### src/rtl/fifo_arb_pkg.sv
// fifo_arb_pkg: shared types, widths and helpers for the FIFO write-port arbiter.
package fifo_arb_pkg;
  typedef enum logic {ARB_IDLE, ARB_LOCKED} arb_state_t;
  localparam int WR_COUNT_W = 16;
  function automatic int onehot2idx(input logic [15:0] v);
    int idx;
    idx = 0;
    for (int i = 0; i < 16; i++) idx = |(v & (16'd1 << i)) ? i : idx;
    return idx;
  endfunction
endpackage

### src/rtl/rr_priority_picker.sv
// rr_priority_picker: one-hot pick of the first set req at or above ptr, wrapping to 0.
module rr_priority_picker #(
  parameter int NUM_REQ = 4,
  localparam int PW = $clog2(NUM_REQ)
) (
  input  logic [NUM_REQ-1:0] req,
  input  logic [PW-1:0]      ptr,
  output logic [NUM_REQ-1:0] pick,
  output logic               valid
);
  logic [2*NUM_REQ-1:0] dbl, back;
  logic [NUM_REQ-1:0]   rot, low;
  // rotate so ptr sits at bit 0, isolate lowest set bit, rotate back
  always_comb begin
    dbl  = {req, req} >> ptr;
    rot  = dbl[NUM_REQ-1:0];
    low  = rot & (~rot + NUM_REQ'(1));
    back = {low, low} << ptr;
    pick = back[2*NUM_REQ-1:NUM_REQ];
  end
  assign valid = |req;
endmodule

### src/rtl/fifo_wr_arbiter.sv
// fifo_wr_arbiter: round-robin sharing of one FIFO write port, with saturating write count.
// Define FIFO_ARB_LOCK_EN to let an owner hold the port for bursts of up to MAX_BURST beats.
module fifo_wr_arbiter
  import fifo_arb_pkg::*;
#(
  parameter int NUM_REQ    = 4,
  parameter int DATA_WIDTH = 8,
  parameter int MAX_BURST  = 4,
  localparam int PW = $clog2(NUM_REQ)
) (
  input  logic                          clk,
  input  logic                          reset_n,
  input  logic [NUM_REQ-1:0]            req,
  input  logic [NUM_REQ*DATA_WIDTH-1:0] req_data,
  input  logic [NUM_REQ-1:0]            req_last,
  input  logic                          fifo_full,
  output logic [NUM_REQ-1:0]            gnt,
  output logic                          fifo_wr_en,
  output logic [DATA_WIDTH-1:0]         fifo_data,
  output logic [PW-1:0]                 gnt_id,
  output logic [WR_COUNT_W-1:0]         wr_count
);
`ifdef FIFO_ARB_LOCK_EN
  localparam bit LOCK_EN = 1'b1;
`else
  localparam bit LOCK_EN = 1'b0;
`endif
  arb_state_t state, state_n;
  logic [PW-1:0] rr_ptr, ptr_n, owner, owner_n;
  logic [7:0] beat_cnt, beat_n;
  logic [NUM_REQ-1:0] eff_req, pick;
  logic pick_valid;
  function automatic logic [PW-1:0] wrap_inc(input logic [PW-1:0] i);
    return (i == PW'(NUM_REQ - 1)) ? '0 : i + PW'(1);
  endfunction
  // a locked owner masks every other requester out of the search
  assign eff_req = (state == ARB_LOCKED) ? (req & (NUM_REQ'(1) << owner)) : req;
  rr_priority_picker #(.NUM_REQ(NUM_REQ)) u_pick (
    .req(eff_req),
    .ptr(rr_ptr),
    .pick(pick),
    .valid(pick_valid)
  );
  assign gnt        = (reset_n && !fifo_full && pick_valid) ? pick : '0;
  assign fifo_wr_en = |gnt;
  assign gnt_id     = PW'(onehot2idx(16'(gnt)));
  assign fifo_data  = fifo_wr_en ? DATA_WIDTH'(req_data >> (gnt_id * DATA_WIDTH)) : '0;
  always_comb begin
    state_n = state;
    owner_n = owner;
    beat_n  = beat_cnt;
    ptr_n   = rr_ptr;
    if (fifo_wr_en) begin
      if (state == ARB_IDLE) begin
        if (LOCK_EN && !req_last[gnt_id] && MAX_BURST > 1) begin
          state_n = ARB_LOCKED;
          owner_n = gnt_id;
          beat_n  = 8'd1;
        end else ptr_n = wrap_inc(gnt_id);
      end else if (req_last[owner] || ({1'b0, beat_cnt} + 9'd1 >= 9'(MAX_BURST))) begin
        state_n = ARB_IDLE;
        beat_n  = '0;
        ptr_n   = wrap_inc(owner);
      end else beat_n = beat_cnt + 8'd1;
    end else if (state == ARB_LOCKED && !fifo_full && !req[owner]) begin
      state_n = ARB_IDLE;
      beat_n  = '0;
      ptr_n   = wrap_inc(owner);
    end
  end
  always_ff @(posedge clk) begin
    if (!reset_n) begin
      state    <= ARB_IDLE;
      owner    <= '0;
      beat_cnt <= '0;
      rr_ptr   <= '0;
      wr_count <= '0;
    end else begin
      state    <= state_n;
      owner    <= owner_n;
      beat_cnt <= beat_n;
      rr_ptr   <= ptr_n;
      if (fifo_wr_en && wr_count != '1) wr_count <= wr_count + 1'b1;
    end
  end
endmodule

### config.mk
export PLATFORM = sky130hd
export DESIGN_NAME = fifo_wr_arbiter
export DESIGN_NICKNAME = d
export VERILOG_FILES = /design/src/rtl/fifo_arb_pkg.sv /design/src/rtl/rr_priority_picker.sv /design/src/rtl/fifo_wr_arbiter.sv
export SDC_FILE = /design/constraint.sdc
export NUM_CORES = 1
export LEC_CHECK = 0
export ABC_CLOCK_PERIOD_IN_PS = 2000
export BUFFER_PORTS_ARGS = -buffer_cell sky130_fd_sc_hd__buf_4
export CELL_PAD_IN_SITES_DETAIL_PLACEMENT = 1
export CELL_PAD_IN_SITES_GLOBAL_PLACEMENT = 1
export CORE_MARGIN = 2
export CORE_UTILIZATION = 31
export DETAILED_ROUTE_END_ITERATION = 10
export GPL_ROUTABILITY_DRIVEN = 0
export PLACE_DENSITY_LB_ADDON = 0.1
export SYNTH_ARGS = -nofsm -noshare
export SYNTH_HDL_FRONTEND = slang
export SYNTH_SLANG_ARGS = --single-unit
### constraint.sdc
create_clock -name clk -period 2 [get_ports clk]
set_clock_uncertainty 0.1 [all_clocks]
set_input_delay 0 -clock clk [delete_from_list [all_inputs] [get_ports clk]]
set_output_delay 0 -clock clk [all_outputs]
set_load 0.01 [all_outputs]
==> impl_summary.md, run 1 <==
Status
The run finished, with violations left. The checks that failed: setup timing.

Finish
The ratio of cells with drive above 1 in the final layout is between 40% and 50%. For this run, the share of the core covered by cells in the final layout is about half. The sequential cell area is between 500 and 600 sq um. Leaving out fill and tap cells, the most frequent cell in the layout is buf_4. Relative to the synthesized area, the layout overhead comes to 57.05%. The top cell types in the final layout, fill and taps aside, are buf_4 (100), dfxtp_1 (22), nor2_1 (19), o21ai_0 (15), nand2_1 (15). The net count of the finished layout is 390. The area taken by multi-input logic gates is 1478 sq um. The number of fill cells is ~740. 0 antenna diodes ended up in the layout.

Detailed routing
For this run, design rule violations remaining after detail routing come to 0. The iteration-0 DRC count of the detailed router is 35. The vias per cell is ~5.6.

The average routed wire per standard cell is 16.82 um. The total detailed-routing wirelength is around 7000 um. The first TritonRoute pass finished after 4 iterations. In this run the remaining antenna-violating nets after routing total 0. The total number of vias is 2340.

Critical path
In this run the worst path has a maximum fanout of 8. Walking the worst path, the cells encountered are buf_6, nor2b_4, a22o_1, or3_4, o221ai_2, a22oi_2, buf_4. The cell type group with the largest total delay on the critical path is simple AND/OR/NAND/NOR gates. By startpoint and endpoint, the worst setup path is classified as register to output pin.

The data required time at the worst endpoint is ~1900 ps. The worst setup path is launched from a register. For this run, the slowest stage of the critical path takes approximately 470 ps.

The number of buffer and inverter instances along the worst setup path is 2. STA classifies the critical path endpoint as an output pin. Data on the critical path arrives at its endpoint at between 2000 and 2500 ps. The largest individual stage delay along the critical path comes from the cell or3_4.

STA
Setup repair after global routing could not meet its margin everywhere. Setup violations remaining at the end of the flow were counted as 8. After layout, the worst setup slack is -141.0 ps. The max-slew violation count came to 0. Dividing the final minimum period by the clock period gives 107.0%. The transition at the pin with the smallest max-transition slack is ~510 ps.

The max-slew headroom at the worst pin is about 66%. After layout, the minimum clock period comes to roughly 2100 ps. The timing-limited maximum frequency is around 470 MHz.

The final number of hold-violating endpoints is 0.

Worst hold path
The type of the tightest min-delay check is primary input to register.

Synthesis
For this run, the leading register cell type out of synthesis is dfxtp_1. The post-synthesis sequential element count is 27. The total number of yosys warnings is 0.

Summing the sequential cell areas from Yosys gives ~28% of the chip area. The synthesized design contains 0 enable-type register cells. The mean instance size in the synthesized netlist is 7.934 sq um. Counting every net in the synthesized netlist gives ~300.

The number of distinct library cell variants in the gate-level netlist after synthesis is 54. The area of the mapped netlist is between 1500 and 2000 sq um. The number of instances in the synthesized netlist is ~250. In the synthesized netlist the async set-or-reset flop fraction comes to 0%.

Die
The die is between 80 and 90 um wide. Pin placement for this block handled 74 I/O pins. For this configuration, the core starts out at a cell density of 32.58%. In this run the vertical extent of the chip is 83.35 um.

The full die area is between 6000 and 7000 sq um. The core box area is 5991 sq um. In this run the core area contains 28 standard-cell rows.

Power
The post-route total power is ~0.0013 W. Summed over all cells, the static leakage comes to 1.258 nW. The largest voltage drop on the vdd net is approximately 0.29 mV. Power spread over the standard cell area amounts to 414.3 nW/um^2.

Global route
The pin count of the biggest net entering global routing is 18. After global routing the overflow that remains totals 0. The overall track demand over capacity in global routing is 19.39%. The first global-routing pass estimated 11300 um of wire. The number of antenna violations at the first check in global routing is 0.

The via count of the first global-routing pass is between 2000 and 2500.

Clocking
The number of buffers on the longest clock path is 2. In this run the number of H-tree levels came out at 1. The number of buffers inserted during clock tree synthesis is 3. Clock latency on the worst-skew pair, taken at its later pin, is roughly 280 ps. The TritonCTS clock tree is built. The root buffer cell chosen for the clock tree is clkbuf_8. After clock tree synthesis, the clock-pin slew on the worst setup and hold paths is around 100 ps. The count of clock tree sinks is 27.

Run
Max-cap violations in this run came to 0.

Place
The HPWL after detailed placement is 5060 um. The count of buffers inserted at the top-level ports is 70.
per-layer routing:
metal / wire length, um / GRT usage [%] / vias up
met5: 0 / 0 / -
met3: 265 / 1.789 / 9
met4: 110 / 4.471 / 0
met1: 3317 / 26.39 / 1132
li1: - / - / 1137
met2: 3337 / 33.06 / 62
path summary, 6_finish.rpt:
path | start | end | slack (ps) | depth (start not counted)
worst max-delay path | rr_ptr[0] | fifo_data[5] | -140 | 7
worst min-delay path | req[0] | state | 9 | 3
worst max register to register | state | wr_count[5] | 110 | 4
worst min register to register | beat_cnt[7] | beat_cnt[7] | 380 | 1
synth_stat cells (3+ instances only):
cell type / count / area share (%)
dfxtp_1: 27 / 28
nor2_1: 20 / 3.8
o21ai_0: 16 / 4.1
nand2_1: 15 / 2.9
a21oi_1: 14 / 3.6
nand3_1: 10 / 2.6
buf_2: 9 / 2.3
o21bai_1: 9 / 3.5
a22oi_1: 8 / 3.1
o221ai_1: 8 / 3.6
or4_1: 8 / 3.1
and3_1: 7 / 2.2
o31ai_1: 7 / 2.7
inv_1: 6 / 1.2
nor3_1: 6 / 1.5
mux2i_1: 5 / 2.6
nand4_1: 5 / 1.6
or3_1: 5 / 1.6
and4_1: 4 / 1.8
clkbuf_1: 4 / 0.77
nand2b_1: 4 / 1.3
o21a_1: 4 / 1.5
a211oi_1: 3 / 1.2
and2_1: 3 / 0.96
ha_1: 3 / 1.9
cell type report:
class                   instances  area share [%]
inverters                       7           1.265
clock buffers                   4           1.469
repair buffers                109           28.00
well taps                      75           3.061
multi-input cells             196           48.20
flip-flops and latches         27           18.00
power breakdown:
part	leakage [nW]	total (W)	internal (W)	switching, W
Clock	0.0228	0.000328	0.000143	0.000185
Sequential	0.221	0.000548	0.000542	0.00000630
Combinational	1.01	0.000394	0.000201	0.000194
Total	1.26	0.00127	0.000886	0.000385
stage by stage:
| step | worst slack, ps | hold WS, ps | cells | TNS, ps | cell area, sq um |
|---|---|---|---|---|---|
| 4_1_cts | -176.1 | 0.7342 | 416 | -1185 | 2952 |
| 2_1_floorplan | 23.74 | 36.02 | 246 | 0 | 1964 |
| 3_3_place_gp | -19.80 | 184.1 | 406 | -29.01 | 2755 |
| 3_5_place_dp | -53.17 | 213.4 | 406 | -220.0 | 2755 |
| 5_1_grt | -251.8 | 32.47 | 418 | -1749 | 3065 |
| 6_report | -141.0 | 9.346 | 418 | -1065 | 3065 |
sequential cells by signal (all words and copies together), names as in the netlist:
name	flops
beat_cnt	8
rr_ptr	2
state	1
wr_count	16
tightest hold or removal path, cell delays in order:
cell	delay [ps]
buf_4	160
a31oi_1	140
nor3_1	50
timing repair:
item / 4_1_cts / 5_1_grt
endpoints found under the hold margin: 2 / 0
cloned: 0 / 1
pin swaps: 12 / 9
buffers inserted: 5 / 1
hold buffers: 2 / 0
setup endpoints to repair: 11 / 14
gates resized for setup: 26 / 28
cells by family after synthesis:
kind of cell	synth area share [%]
fa+ha+maj	1.923
mux	3.141
buf+inv	6.410
flops	27.69
simple gates	29.81
xor+xnor	1.346
compound gates	29.68
Power figures use the tool's default switching activity.
==> run 2: changes to the inputs <==
--- a/config.mk
+++ b/config.mk
@@ -10,10 +10,12 @@
 export CELL_PAD_IN_SITES_DETAIL_PLACEMENT = 1
 export CELL_PAD_IN_SITES_GLOBAL_PLACEMENT = 1
 export CORE_MARGIN = 2
-export CORE_UTILIZATION = 31
+export CORE_UTILIZATION = 30
 export DETAILED_ROUTE_END_ITERATION = 10
 export GPL_ROUTABILITY_DRIVEN = 0
+export MAX_ROUTING_LAYER = met4
 export PLACE_DENSITY_LB_ADDON = 0.1
 export SYNTH_ARGS = -nofsm -noshare
 export SYNTH_HDL_FRONTEND = slang
+export SYNTH_HIERARCHICAL = 1
 export SYNTH_SLANG_ARGS = --single-unit
==> run 2 against run 1 <==
Net effect:
- the flow still finishes with violations (setup timing)
- first-iteration DRC count up 60%
- fmax decreased by 8.0%
- setup slack lost 190 ps
- clock-buffer cell count stayed put
- core utilization shrank 0.19 points
- die area decreased by 3.7%
==> impl_summary.md, run 2 <==
Synthesis
By count the netlist is led by a21oi_1 (30), nand2_1 (30), dfxtp_1 (27). The xor and xnor fraction of the mapped netlist area is less than 1%. Sequential elements use between 20 and 30% of the synthesized area.

The post-synthesis sequential element count is 27. The biggest area contributor in the post-synthesis netlist is dfxtp_1. The simple-gate share of the synthesized area is between 20% and 30%. Measured against the total synthesized area, the mux share comes to between 1.5 and 2%. After synthesis, the cell types taking the most area are dfxtp_1 (30%), a21oi_1 (8.3%), nand2_1 (6.2%), o21ai_0 (3.6%), and2_1 (3.4%).

The synthesized design contains 0 enable-type register cells. The dominant combinational cell family by area after synthesis is compound AO/OA/AOI/OAI gates. The mean instance size in the synthesized netlist is 7.759 sq um. Of all flip-flops after synthesis, the portion carrying an async set or reset was 0%.

The number of distinct library cell variants in the gate-level netlist after synthesis is 57. The number of nets in the synthesized netlist is between 200 and 300. In the synthesized netlist the dominant register cell turns out to be dfxtp_1.

The number of instances in the synthesized netlist is around 230. In this run the biggest area consumer among cell types represents between 20% and 30% of the synthesized area. The complex-gate fraction of the synthesized area is between 30 and 40%. The adder-cell share of the synthesized area is approximately 1.4%. The cell area that synthesis handed to floorplanning was 1815 sq um. The Yosys step of the flow raised 6 warnings.

STA
The worst path in the final design needs a cycle of 2327 ps, including I/O delays and setup. Setup violations remaining at the end of the flow were counted as 38. The worst-case setup margin in the final layout is -327.1 ps. The max-slew headroom at the worst pin is ~67%. On the final layout, the worst hold slack is about 110 ps.

The final total negative setup slack is -7304 ps. The timing-limited maximum frequency is between 400 and 500 MHz. The final number of hold-violating endpoints is 0.

The max-slew violation count is 0. The transition at the pin with the smallest max-transition slack is slightly below 500 ps. Setup repair after global routing could not meet its margin everywhere. The post-route clock period utilization is 116.4%.

Finish
The area taken by multi-input logic gates is ~1300 sq um. The library cell used most frequently in the layout, excluding fill and tap cells, is buf_4. Compared with the post-synthesis result, the final layout area differs by 65.27%.

The ratio of cells with drive above 1 in the final layout is 46.78%. The repair_antennas step left the layout with diodes totalling 0. The register with the most flip-flops in the layout has 16 of them. Leaving out fill and tap cells, the most frequent cells in the layout are buf_4 (102), nand2_1 (29), a21oi_1 (26), dfxtp_1 (24), buf_6 (15). The number of fill cells is roughly 700. The largest registers in the layout are wr_count (16), beat_cnt (8), rr_ptr (2). The total number of nets in the final design is approximately 390.

Counting flops per register, the top entry is wr_count. The final cell count without fillers is between 400 and 500. Across the whole layout, storage elements account for about 550 sq um.

Critical path
The endpoint arrival time on the critical path is 2400 ps. The kind of start point of the critical path is a register. The worst setup path is captured at a register. The largest fanout of any net on the critical path is 6. For the worst setup path, the data required time is roughly 2100 ps. The type of the worst setup path is register to register.

Detailed routing
In this run the remaining antenna-violating nets after routing total 0. The total number of vias is 2223. After the first detailed-routing iteration, the DRC count stood at between 50 and 60. Before antenna repair, the detailed router went through 4 iterations.

Using the TritonRoute via totals, the vias-per-cell ratio works out to approximately 5.3. Dividing the detail-routed wire length by the instance count gives roughly 15 um. The total detailed-routing wirelength is between 6000 and 7000 um. In the routed design, unresolved DRC markers number 0.

Die
In this run the horizontal extent of the chip is around 80 um. The initial core utilization is roughly 31%. The chip height is roughly 82 um.

The count of standard-cell rows is 28. The full die area is about 6700 sq um. The core box area is approximately 5900 sq um. The I/O pin total is 74.

Clocking
TritonCTS built the clock tree. The worst-skew pair later-pin latency is approximately 280 ps. The clock drives 27 sinks. After clock tree synthesis, the clock-pin slew on the worst setup and hold paths is ~90 ps.

The number of buffers inserted during clock tree synthesis is 3. The number of H-tree levels is 1. The root buffer cell is clkbuf_8.

In this run the deepest clock path goes through 2 buffers.

Place
The count of buffers inserted at the top-level ports is 70. The HPWL after detailed placement is between 4000 and 5000 um. The number of placed instances, taps included, is around 400.

Power
Across the VDD grid, the largest voltage drop is 0.2659 mV. Overall power consumption after layout is estimated at approximately 0.0012 W. For this design the static power due to leakage is between 1 and 1.5 nW. The power density of the placed cells is about 400 nW/um^2.

Global route
The overall track demand over capacity in global routing is roughly a fifth. The global-route wire length before repair is 10110 um. The pin count of the biggest net entering global routing is 15.

The total overflow left after global routing is 0. The via count of the first global-routing pass is 2165. The number of antenna violations at the first check in global routing is 0.

Status
The run finished, with violations left. The final reports fail on setup timing.

Run
The number of maximum-capacitance violations is 0.

Worst hold path
The worst hold path belongs to the class primary input to register.
## run 2: path summary, 6_finish.rpt
path / from / endpoint / slack (ps) / cells past startpoint
hold reg to reg: beat_cnt[7] / beat_cnt[7] / 370 / 1
setup reg to reg: state / rr_ptr[0] / -330 / 9
hold / removal: req_last[0] / beat_cnt[0] / 110 / 5
setup / recovery: state / rr_ptr[0] / -330 / 9
## run 2: cell type report
cell class / count / area share (%)
Clock buffer: 4 / 1.501
Inverter: 8 / 1.084
Multi-Input combinational cell: 185 / 44.58
Sequential cell: 27 / 18.22
Timing Repair Buffer: 118 / 31.48
Tap cell: 75 / 3.128
## run 2: cells by family (layout without fill, tap and decap cells)
| logic type | count (synthesis) | count (layout) |
|---|---|---|
| AO/OA/AOI/OAI | 85 | 85 |
| XOR/XNOR | 2 | 2 |
| adder cells (fa/ha/maj) | 2 | 2 |
| buffers and inverters | 22 | 130 |
| flip-flops | 27 | 27 |
| multiplexers | 3 | 3 |
| AND/OR/NAND/NOR | 93 | 93 |
## run 2: what timing repair did
action	CTS	global route
hold endpoints to repair	6	0
endpoints found under the setup margin	40	41
pin swaps	30	13
gates resized for setup	44	17
setup buffers	13	1
hold buffers	1	0
gates cloned	2	0
## run 2: critical path: stages (launching register included)
cell	delay, ps
dfxtp_4	380
nor2b_4	180
nor2b_4	170
o21ai_2	50
and3_4	160
buf_4	120
or4_4	480
a22o_1	250
o221a_2	230
o21a_1	100
## run 2: per-stage QoR
stage / setup WS (ps) / util, % / cell area, sq um
finish: -327.1 / 50.98 / 3000
detailed placement: -387.4 / 44.77 / 2635
floorplan: -338.8 / - / 1872
CTS: -319.7 / 50.17 / 2953
global placement: -351.2 / 44.77 / 2635
global route: -413.2 / 50.98 / 3000
## run 2: power breakdown
part / switching [W] / internal [W] / leakage (nW)
combinational: 0.000157 / 0.000200 / 0.984
clock: 0.000183 / 0.000143 / 0.0228
sequential: 0.00000874 / 0.000541 / 0.219
total: 0.000349 / 0.000885 / 1.23
## run 2: routing by layer
metal	vias up	GRT usage, %	share of wire, %
met2	34	34.31	51
met4	0	2.667	0.29
met3	2	3.077	3.6
li1	1102	-	-
met5	-	-	0
met1	1085	23.65	45
